--- src/rtl/sdram_arb_pkg.sv ---
// sdram_arb_pkg: shared encodings for the SDRAM port arbiter.
//   owner_t : which requester currently holds the controller slot
//   state_t : arbiter FSM states
package sdram_arb_pkg;

  typedef enum logic [1:0] {
    OWN_NONE  = 2'd0,
    OWN_VID   = 2'd1,
    OWN_WR    = 2'd2,
    OWN_CACHE = 2'd3
  } owner_t;

  typedef enum logic [1:0] {
    IDLE  = 2'd0,
    ISSUE = 2'd1,
    RDATA = 2'd2
  } state_t;

endpackage

--- src/rtl/sdram_arb_prio.sv ---
// sdram_arb_prio: combinational winner select (video > write > cache) with an
// optional aging override that forces the cache to win after AGE_LIMIT lost
// arbitrations. The age counter only exists when SDRAM_ARB_AGING_EN is defined.
// Ports:
//   clk, reset_n         clock, synchronous active-low reset (age counter only)
//   arb_en               arbiter is in IDLE and will act on grant this cycle
//   vid_req/wr_req/cache_req  request levels
//   grant                winning requester, OWN_NONE when nobody requests
import sdram_arb_pkg::*;

module sdram_arb_prio #(
  parameter int AGE_LIMIT = 8
) (
  input  logic   clk,
  input  logic   reset_n,
  input  logic   arb_en,
  input  logic   vid_req,
  input  logic   wr_req,
  input  logic   cache_req,
  output owner_t grant
);

  logic force_cache;

`ifdef SDRAM_ARB_AGING_EN
  localparam int AGE_W = (AGE_LIMIT < 1) ? 1 : $clog2(AGE_LIMIT + 1);
  localparam logic [AGE_W-1:0] AGE_MAX = AGE_W'(AGE_LIMIT);

  logic [AGE_W-1:0] age_d, age_q;

  assign force_cache = cache_req && (age_q >= AGE_MAX);

  // Count only arbitrations the cache actually lost; saturate at the limit.
  always_comb begin
    age_d = age_q;
    if (arb_en) begin
      if (grant == OWN_CACHE) begin
        age_d = '0;
      end else if (cache_req && (age_q < AGE_MAX)) begin
        age_d = age_q + AGE_W'(1);
      end
    end
  end

  always_ff @(posedge clk) begin
    if (!reset_n) begin
      age_q <= '0;
    end else begin
      age_q <= age_d;
    end
  end
`else
  logic unused_aging;
  assign unused_aging = &{1'b0, clk, reset_n, arb_en};
  assign force_cache  = 1'b0;
`endif

  always_comb begin
    grant = OWN_NONE;
    if (force_cache)    grant = OWN_CACHE;
    else if (vid_req)   grant = OWN_VID;
    else if (wr_req)    grant = OWN_WR;
    else if (cache_req) grant = OWN_CACHE;
  end

endmodule

--- src/rtl/sdram_port_arbiter.sv ---
// sdram_port_arbiter: shares one SDRAM controller command slot between the
// video fetch DMA, the CPU write-through path and the cache line-fill port.
// Winner is latched in IDLE, the command is held in ISSUE until ctrl_ack, and
// read beats are counted in RDATA and forwarded (registered) to the owner.
// Optional build macro: SDRAM_ARB_AGING_EN (cache aging override).
// Ports:
//   clk, reset_n                         clock, synchronous active-low reset
//   vid_req/vid_addr -> vid_valid/vid_data   video burst requester
//   wr_req/wr_addr/wr_data/wr_be -> wr_ack    single-word write requester
//   cache_req/cache_addr -> cache_fill/cache_data  cache line-fill requester
//   ctrl_req/addr/we/be/wdata, ctrl_ack/rvalid/rdata  controller interface
//   owner                                current owner (owner_t encoding)
import sdram_arb_pkg::*;

module sdram_port_arbiter #(
  parameter int ADDR_W    = 25,
  parameter int BURST_LEN = 4,
  parameter int AGE_LIMIT = 8
) (
  input  logic              clk,
  input  logic              reset_n,
  input  logic              vid_req,
  input  logic [ADDR_W-1:0] vid_addr,
  output logic              vid_valid,
  output logic [15:0]       vid_data,
  input  logic              wr_req,
  input  logic [ADDR_W-1:0] wr_addr,
  input  logic [15:0]       wr_data,
  input  logic [1:0]        wr_be,
  output logic              wr_ack,
  input  logic              cache_req,
  input  logic [ADDR_W-1:0] cache_addr,
  output logic              cache_fill,
  output logic [15:0]       cache_data,
  output logic              ctrl_req,
  output logic [ADDR_W-1:0] ctrl_addr,
  output logic              ctrl_we,
  output logic [1:0]        ctrl_be,
  output logic [15:0]       ctrl_wdata,
  input  logic              ctrl_ack,
  input  logic              ctrl_rvalid,
  input  logic [15:0]       ctrl_rdata,
  output logic [1:0]        owner
);

  localparam int BEAT_W = $clog2(BURST_LEN) + 1;
  localparam logic [BEAT_W-1:0] LAST_BEAT = BEAT_W'(BURST_LEN - 1);

  state_t              state_d, state_q;
  owner_t              owner_d, owner_q;
  logic [BEAT_W-1:0]   beat_d, beat_q;
  logic                ctrl_req_d, ctrl_req_q;
  logic [ADDR_W-1:0]   ctrl_addr_d, ctrl_addr_q;
  logic                ctrl_we_d, ctrl_we_q;
  logic [1:0]          ctrl_be_d, ctrl_be_q;
  logic [15:0]         ctrl_wdata_d, ctrl_wdata_q;
  logic                wr_ack_d, wr_ack_q;
  logic                vid_valid_d, vid_valid_q;
  logic [15:0]         vid_data_d, vid_data_q;
  logic                cache_fill_d, cache_fill_q;
  logic [15:0]         cache_data_d, cache_data_q;

  owner_t              grant;
  logic                wr_req_arb;
  logic                beat_take;
  logic [BEAT_W-1:0]   beat_idx;

  // The writer only drops wr_req after seeing wr_ack, so the request is still
  // high in the IDLE cycle that follows the ack; mask it to avoid a repeat.
  assign wr_req_arb = wr_req && !wr_ack_q;

  sdram_arb_prio #(
    .AGE_LIMIT (AGE_LIMIT)
  ) u_prio (
    .clk       (clk),
    .reset_n   (reset_n),
    .arb_en    (state_q == IDLE),
    .vid_req   (vid_req),
    .wr_req    (wr_req_arb),
    .cache_req (cache_req),
    .grant     (grant)
  );

  always_comb begin
    state_d      = state_q;
    owner_d      = owner_q;
    beat_d       = beat_q;
    ctrl_req_d   = ctrl_req_q;
    ctrl_addr_d  = ctrl_addr_q;
    ctrl_we_d    = ctrl_we_q;
    ctrl_be_d    = ctrl_be_q;
    ctrl_wdata_d = ctrl_wdata_q;
    wr_ack_d     = 1'b0;
    vid_valid_d  = 1'b0;
    vid_data_d   = vid_data_q;
    cache_fill_d = 1'b0;
    cache_data_d = cache_data_q;
    beat_take    = 1'b0;
    beat_idx     = beat_q;

    case (state_q)
      IDLE: begin
        if (grant != OWN_NONE) begin
          state_d      = ISSUE;
          owner_d      = grant;
          ctrl_req_d   = 1'b1;
          ctrl_we_d    = 1'b0;
          ctrl_be_d    = 2'b00;
          ctrl_wdata_d = '0;
          case (grant)
            OWN_VID:   ctrl_addr_d = vid_addr;
            OWN_WR: begin
              ctrl_addr_d  = wr_addr;
              ctrl_we_d    = 1'b1;
              ctrl_be_d    = wr_be;
              ctrl_wdata_d = wr_data;
            end
            default:   ctrl_addr_d = cache_addr;
          endcase
        end
      end
      ISSUE: begin
        if (ctrl_ack) begin
          ctrl_req_d = 1'b0;
          if (ctrl_we_q) begin
            wr_ack_d = 1'b1;
            state_d  = IDLE;
            owner_d  = OWN_NONE;
          end else begin
            state_d   = RDATA;
            beat_d    = '0;
            beat_idx  = '0;
            // A beat arriving with the ack is beat 0.
            beat_take = ctrl_rvalid;
          end
        end
      end
      RDATA: begin
        beat_take = ctrl_rvalid;
      end
      default: begin
        state_d = IDLE;
        owner_d = OWN_NONE;
      end
    endcase

    if (beat_take) begin
      if (owner_q == OWN_VID) begin
        vid_valid_d = 1'b1;
        vid_data_d  = ctrl_rdata;
      end
      if (owner_q == OWN_CACHE) begin
        cache_fill_d = (beat_idx == '0);
        cache_data_d = ctrl_rdata;
      end
      beat_d = beat_idx + BEAT_W'(1);
      if (beat_idx == LAST_BEAT) begin
        state_d = IDLE;
        owner_d = OWN_NONE;
      end
    end
  end

  always_ff @(posedge clk) begin
    if (!reset_n) begin
      state_q      <= IDLE;
      owner_q      <= OWN_NONE;
      beat_q       <= '0;
      ctrl_req_q   <= 1'b0;
      ctrl_addr_q  <= '0;
      ctrl_we_q    <= 1'b0;
      ctrl_be_q    <= 2'b00;
      ctrl_wdata_q <= '0;
      wr_ack_q     <= 1'b0;
      vid_valid_q  <= 1'b0;
      vid_data_q   <= '0;
      cache_fill_q <= 1'b0;
      cache_data_q <= '0;
    end else begin
      state_q      <= state_d;
      owner_q      <= owner_d;
      beat_q       <= beat_d;
      ctrl_req_q   <= ctrl_req_d;
      ctrl_addr_q  <= ctrl_addr_d;
      ctrl_we_q    <= ctrl_we_d;
      ctrl_be_q    <= ctrl_be_d;
      ctrl_wdata_q <= ctrl_wdata_d;
      wr_ack_q     <= wr_ack_d;
      vid_valid_q  <= vid_valid_d;
      vid_data_q   <= vid_data_d;
      cache_fill_q <= cache_fill_d;
      cache_data_q <= cache_data_d;
    end
  end

  assign ctrl_req   = ctrl_req_q;
  assign ctrl_addr  = ctrl_addr_q;
  assign ctrl_we    = ctrl_we_q;
  assign ctrl_be    = ctrl_be_q;
  assign ctrl_wdata = ctrl_wdata_q;
  assign wr_ack     = wr_ack_q;
  assign vid_valid  = vid_valid_q;
  assign vid_data   = vid_data_q;
  assign cache_fill = cache_fill_q;
  assign cache_data = cache_data_q;
  assign owner      = owner_q;

endmodule

--- config.mk ---
export PLATFORM = sky130hd
export DESIGN_NAME = sdram_port_arbiter
export DESIGN_NICKNAME = d
export VERILOG_FILES = /design/src/rtl/sdram_arb_pkg.sv /design/src/rtl/sdram_arb_prio.sv /design/src/rtl/sdram_port_arbiter.sv
export SDC_FILE = /design/constraint.sdc
export NUM_CORES = 1
export LEC_CHECK = 0
export ABC_AREA = 1
export ABC_CLOCK_PERIOD_IN_PS = 1930
export CAP_MARGIN = 20
export CORE_ASPECT_RATIO = 0.8
export CORE_UTILIZATION = 38
export CTS_CLUSTER_DIAMETER = 200
export DETAILED_ROUTE_END_ITERATION = 8
export PLACE_DENSITY = 0.84
export RECOVER_POWER = 50
export REMOVE_ABC_BUFFERS = 1
export SYNTH_ARGS = -nofsm -noshare
export SYNTH_HDL_FRONTEND = slang
export SYNTH_SLANG_ARGS = --single-unit
--- constraint.sdc ---
create_clock -name clk -period 1.93 [get_ports clk]
set_input_delay 0.386 -clock clk [delete_from_list [all_inputs] [get_ports clk]]
set_output_delay 0.386 -clock clk [all_outputs]
set_load 0.005 [all_outputs]
=== Word-level counts from Yosys, hierarchy flattened ===
Cells that the tools add are included.

* Add/subtract/negate cells: 1
* $mul: 0
* Div/mod/pow operators: 0
* Order comparisons: 0
* Equal/unequal tests: 9
* Shifts and indexed selects: 0
* Muxes and demuxes: 31
* Bitwise operators: 0
* Reductions and logical operators: 13

{| class="wikitable"
|+ Operator list
! operator !! count
|-
| 25-bit one-hot mux with 2 select lines || 1
|-
| 2-bit two-way mux || 14
|-
| 16-bit two-way mux || 1
|-
| 3-bit two-way mux || 4
|-
| 2-bit one-hot mux with 3 select lines || 2
|-
| 3-bit AND reduction || 3
|-
| 2-bit AND reduction || 4
|-
| 1-bit two-way mux || 7
|-
| 2-bit by 1-bit equality test with 1-bit output (second input constant) || 3
|-
| 2-bit equality test (second input constant) || 3
|-
| 2-bit != test (second input constant) || 2
|-
| 1-bit one-hot mux with 2 select lines || 2
|-
| 2-bit nonzero test || 2
|-
| 3-bit by 1-bit adder with 3-bit output (second input constant) || 1
|-
| 3-bit by 2-bit equality test with 1-bit output (second input constant) || 1
|-
| 3-bit logical NOT || 1
|-
| 2-bit logical NOT || 1
|-
| 1-bit logical AND || 1
|-
| 1-bit logical NOT || 1
|}

* Bits in registers: 87
* Bits in latches: 0
* Bits in writable memories: 0
* Memory bits (read-only): 0
* Input port bits: 116
* Output and inout bits: 82
* Memories kept: 0

=== Depth between registers and ports, before layout ===
* Word-level depth: 9
* Mapped depth: 12
* Depth with buffers taken out: 11

=== Hierarchy ===
Synthesis repeated with hierarchy kept, for this count alone.

* Cells, all modules: 631
* Area total of the unflattened synthesis: 4290.4 um2

{| class="wikitable"
|+ By module, submodules not included
! module !! times used !! cells an instance !! area each (um2)
|-
| sdram_port_arbiter || 1 || 625 || 4267.8
|-
| sdram_arb_prio || 1 || 6 || 22.5
|}

=== Least setup slack after synthesis ===
No wires, ideal clock.

* Path kind: input -> register
* Start: input port vid_req
* End: register ctrl_addr_q[18], in the netlist ctrl_addr[18]
* Setup time: 0.070 ns
* Data arrival time: 1.934 ns
* Path slack: -0.073 ns
* Stages: 9
* Path buffers: 4
* Path through: buf_2 -> clkbuf_1 -> a21oi_1 -> ha_1 -> clkbuf_1 -> inv_2 -> clkbuf_1 -> nand2_1 -> a21oi_1

* Cells in the longest elaborated chain, start to end: 3

{| class="wikitable"
|+ RTL lines
! element !! line !! source
|-
| from (decl) || sdram_port_arbiter.sv:22 || <nowiki>input logic vid_req,</nowiki>
|-
| 2-bit two-way mux (*) || sdram_arb_prio.sv:61 || <nowiki>else if (vid_req) grant = OWN_VID;</nowiki>
|-
| 2-bit equality test (tied with other cells) || sdram_port_arbiter.sv:110 || <nowiki>case (grant)</nowiki>
|-
| 25-bit one-hot mux with 2 select lines / 2-bit AND reduction (equally long branches) || - ||
|-
| to (signal assigned) || sdram_port_arbiter.sv:184 || <nowiki>ctrl_addr_q <= ctrl_addr_d;</nowiki>
|-
| to (decl) || sdram_port_arbiter.sv:53 || <nowiki>logic [ADDR_W-1:0] ctrl_addr_d, ctrl_addr_q;</nowiki>
|}

Mark *: on every way between the ends. The rest lies on a longest branch, timed or not.
A chain may end at the register's enable or synchronous reset.

=== Worst setup path after layout ===
* Start: input port wr_req
* End: register ctrl_wdata_q[8], in the netlist ctrl_wdata[8]

* Cells in the longest elaborated chain, start to end: 5

{| class="wikitable"
|+ RTL lines
! element !! line !! source
|-
| from (decl) || sdram_port_arbiter.sv:26 || <nowiki>input logic wr_req,</nowiki>
|-
| 1-bit logical AND (*) || sdram_port_arbiter.sv:70 || <nowiki>assign wr_req_arb = wr_req && !wr_ack_q;</nowiki>
|-
| 2-bit two-way mux (*) || sdram_arb_prio.sv:62 || <nowiki>else if (wr_req) grant = OWN_WR;</nowiki>
|-
| 2-bit two-way mux (*) || sdram_arb_prio.sv:61 ||
|-
| 2-bit equality test / 2-bit nonzero test (equally long branches) || sdram_port_arbiter.sv:110, sdram_port_arbiter.sv:103 ||
|-
| 16-bit two-way mux / 2-bit AND reduction (equally long branches) || - ||
|-
| to (signal assigned) || sdram_port_arbiter.sv:187 || <nowiki>ctrl_wdata_q <= ctrl_wdata_d;</nowiki>
|-
| to (decl) || sdram_port_arbiter.sv:56 || <nowiki>logic [15:0] ctrl_wdata_d, ctrl_wdata_q;</nowiki>
|}

Marked as above.

==> results.yml <==
run_status:
  outcome: "finished, final reports clean"
global_route:
  global_route_wire_length_before_repair_um: 21180
  grt_start_max_net_pins: 36
  met3_usage_pct: 7.042
  grt.total_usage_pct: 22.11
  antenna_found_initial: 0
  grt_pass1_vias: 4625
  use_met1_pct: 27.86
  globalRouteOverflowTotal: 0
  grt.met2_usage_pct: 36.00
  busiest_layer: "met2"
worst_setup_path:
  critPathMostFrequentCell: "sky130_fd_sc_hd__nand2_1"
  max_stage_delay_ns: 0.46
  critical_path_class: "input pin to flop"
  end_kind: "flop"
  worst-r2r-cell-count: 10
  crit_chain: "clkdlybuf4s50_1, nand2_1, nand2_1, nand2_1, ha_1, nor2_4, inv_2, buf_12, buf_12, nand3_1, o21ai_0"
  timing.critical_path.slowest_stage_cell: "sky130_fd_sc_hd__clkdlybuf4s50_1"
  r2r_setup_slack_ns: 0.18
  r2r_end: "owner[1]$_SDFF_PN0_"
  maximum_fanout_along_the_worst_path: 28
  worst_ep_required_time_ns: 2.15
  crit_arrival_ns: 2.02
  worst_setup_path_start_kind: "input pin"
  rr_startpoint: "state_q[1]$_SDFF_PN0_"
yosys:
  synth_seq_cells: 87
  avgSynthCellArea_um2: 6.533
  synthDominantCellAreaShare_pct: 40.45
  count_of_unique_library_cells_instantiated_by_yosys: 23
  synth-seq-area-share_pct: 40.45
  netlist_area_um2: 4305
  synth.yosys.warnings: 0
  synth.top_cells.by_area: "sky130_fd_sc_hd__dfxtp_1, sky130_fd_sc_hd__nand2_1, sky130_fd_sc_hd__inv_1"
  synth_cells: 659
  biggest_area_consumer_among_synthesized_cells: "sky130_fd_sc_hd__dfxtp_1"
final_layout:
  antenna_cells_inserted: 0
  num-fill-cells: 904
  nets: 986
  fin_cells: 1010
  flow.area_growth_from_synthesis_pct: 62.31
  final_layout_size_suffix_gt1_share_pct: 6.813
detailed_routing:
  firstDrtPassIters: 5
  vias_per_cell: 4.718
  detail_route.wl_per_cell_um: 12.69
  num_vias: 4765
  final_antenna_violating_net_count: 0
  first_iter_violations: 219
  drc: 0
  route.final.wire_length_um: 12820
cts:
  worst_skew_pair.late_latency_ns: 0.34
  cts.clk_slew.worst_paths_ns: 0.06
  numClockSinks: 87
  clk_root_buffer_cell: "sky130_fd_sc_hd__clkbuf_16"
  hold_buffers: 0
  htree_levels: 3
  tritoncts: "built"
  cts.path.max_buffers: 2
  cts_buffers: 9
sta:
  timing.fmax_mhz: 555.6
  period_share_pct: 93.25
  hold_violations: 0
  finalSetupViolCount: 0
  period_minus_slack_ns: 1.800
  slew_viol_final: 0
  unrepaired_setup_endpoints_after_global_routing: "no"
  worst_clock_skew_ns: 0.009446
  timing.max_slew.rel_slack_pct: 62.19
  timing_worst_slew_pin_value_ns: 0.5637
  timing.setup.tns_ns: 0
floorplanning:
  floorplan.die.width_um: 121.0
  rows: 34
  num_io_pins: 198
  initial_core_util_pct: 39.38
  floorplan.core_area_um2: 10930
  floorplan.die_area_um2: 11760
  die_h_um: 97.21
power_and_ir_drop:
  power.density_nw_per_um2: 949.1
  p_leak_nw: 3.357
  irDropWorstVdd_v: 0.0005763
place:
  placed_cells: 991
  weighted_congestion_reported_at_the_end_of_routability_driven_placement: 0.8355
  placement.io_buffers: 197
  place.detailed.hpwl_um: 9357
flow_run:
  maximum_capacitance_violations: 0
hold_path:
  timing.hold.worst.class: "input pin to flop"
  holdPathEnd: "cache_data[5]$_SDFFE_PN0P_"
  worst_hold_path.num_cells: 3
  min-delay-start: "reset_n"
synthesized netlist by cell type (all sizes together):
| cell | n |
|---|---|
| and2 | 1 |
| a21oi | 57 |
| clkinv | 2 |
| nand2 | 190 |
| ha | 9 |
| o211ai | 1 |
| nor2 | 48 |
| a21boi | 1 |
| nor4 | 1 |
| clkbuf | 20 |
| nand4 | 33 |
| o31ai | 1 |
| inv | 118 |
| nand3 | 27 |
| o21ai | 45 |
| buf | 18 |
| dfxtp | 87 |
flip-flops by register name, indices dropped and copies added, names as in the netlist, 2 cells and up:
signal / count
ctrl_addr: 25
cache_data: 16
ctrl_wdata: 16
vid_data: 16
beat_q: 3
ctrl_be: 2
owner: 2
state_q: 2
metrics by stage:
step	setup slack [ns]	power, mW	hold slack (ns)	area, µm²	util (%)
floorplan	-0.7097	3.202	0.4556	4135	-
global placement	-0.2440	4.608	0.4533	6613	60.48
detailed placement	-0.3397	4.646	0.4733	6613	60.48
CTS	0.003660	6.714	0.4103	6967	63.72
global route	0.001724	7.018	0.4340	6988	63.92
finish	0.1303	6.632	0.4253	6988	63.92
where the power goes:
group / switching [mW] / leakage (nW) / internal (mW)
clock network: 0.744 / 0.169 / 1.31
logic: 1.20 / 2.48 / 1.16
registers: 0.146 / 0.709 / 2.07
total: 2.09 / 3.36 / 4.54
critical path, delay by kind of cell:
| family | cells | cell delay (ns) |
|---|---|---|
| AO/OA/AOI/OAI | 1 | 0.08 |
| adder cells (fa/ha/maj) | 1 | 0.22 |
| buffers and inverters | 4 | 0.83 |
| AND/OR/NAND/NOR | 5 | 0.48 |
placed cells by master, fill, tap and decap left out, drive strengths merged:
cell	instances
dfxtp	87
dlygate4sd3	79
bufinv	3
o21ai	45
o31ai	1
nor2	48
clkinvlp	1
clkdlybuf4s50	117
inv	120
clkinv	2
nor4	1
clkbuf	12
nand4	33
nand2	190
o211ai	1
and2	1
buf	31
a21oi	57
a21boi	1
ha	9
nand3	27
cell families (layout without fill, tap and decap cells):
group | Yosys count | after routing | share of synthesized area (%)
AO/OA/AOI/OAI | 105 | 105 | 12.38
adder cells (fa/ha/maj) | 9 | 9 | 2.616
buffers and inverters | 158 | 365 | 14.41
flip-flops | 87 | 87 | 40.45
AND/OR/NAND/NOR | 300 | 300 | 30.14
how the worst max path moves through the flow:
stage                                             to    from  cells past startpoint
after detailed placement  ctrl_wdata[6]$_SDFFE_PN0P_  wr_req                     10
after global placement       ctrl_be[0]$_SDFFE_PN0P_  wr_req                     10
final                     ctrl_wdata[8]$_SDFFE_PN0P_  wr_req                     11
after floorplan            ctrl_addr[0]$_SDFFE_PN0P_  wr_req                      8
after CTS                 ctrl_wdata[8]$_SDFFE_PN0P_  wr_req                     10
after global routing      ctrl_wdata[3]$_SDFFE_PN0P_  wr_req                     11
routing by layer:
| metal | wire length [µm] | part of all wire, % |
|---|---|---|
| met4 | 211 | 1.6 |
| met5 | 0 | 0 |
| met3 | 1020 | 8.0 |
| met2 | 5868 | 46 |
| met1 | 5714 | 45 |
final cells by class:
cell class	instances	area, µm²	area share [%]
Multi-Input combinational cell	414	1944	27.82
Clock buffer	10	239.0	3.420
Clock inverter	6	115.1	1.647
Timing Repair Buffer	229	2317	33.16
Tap cell	144	180.2	2.578
Sequential cell	87	1742	24.92
Inverter	120	450.4	6.446
timing repair:
action                     in CTS  in global routing
setup endpoints to repair       0                 33
setup buffers                   0                  2
resized for setup               0                  6
(Power assumes the default switching activity.)
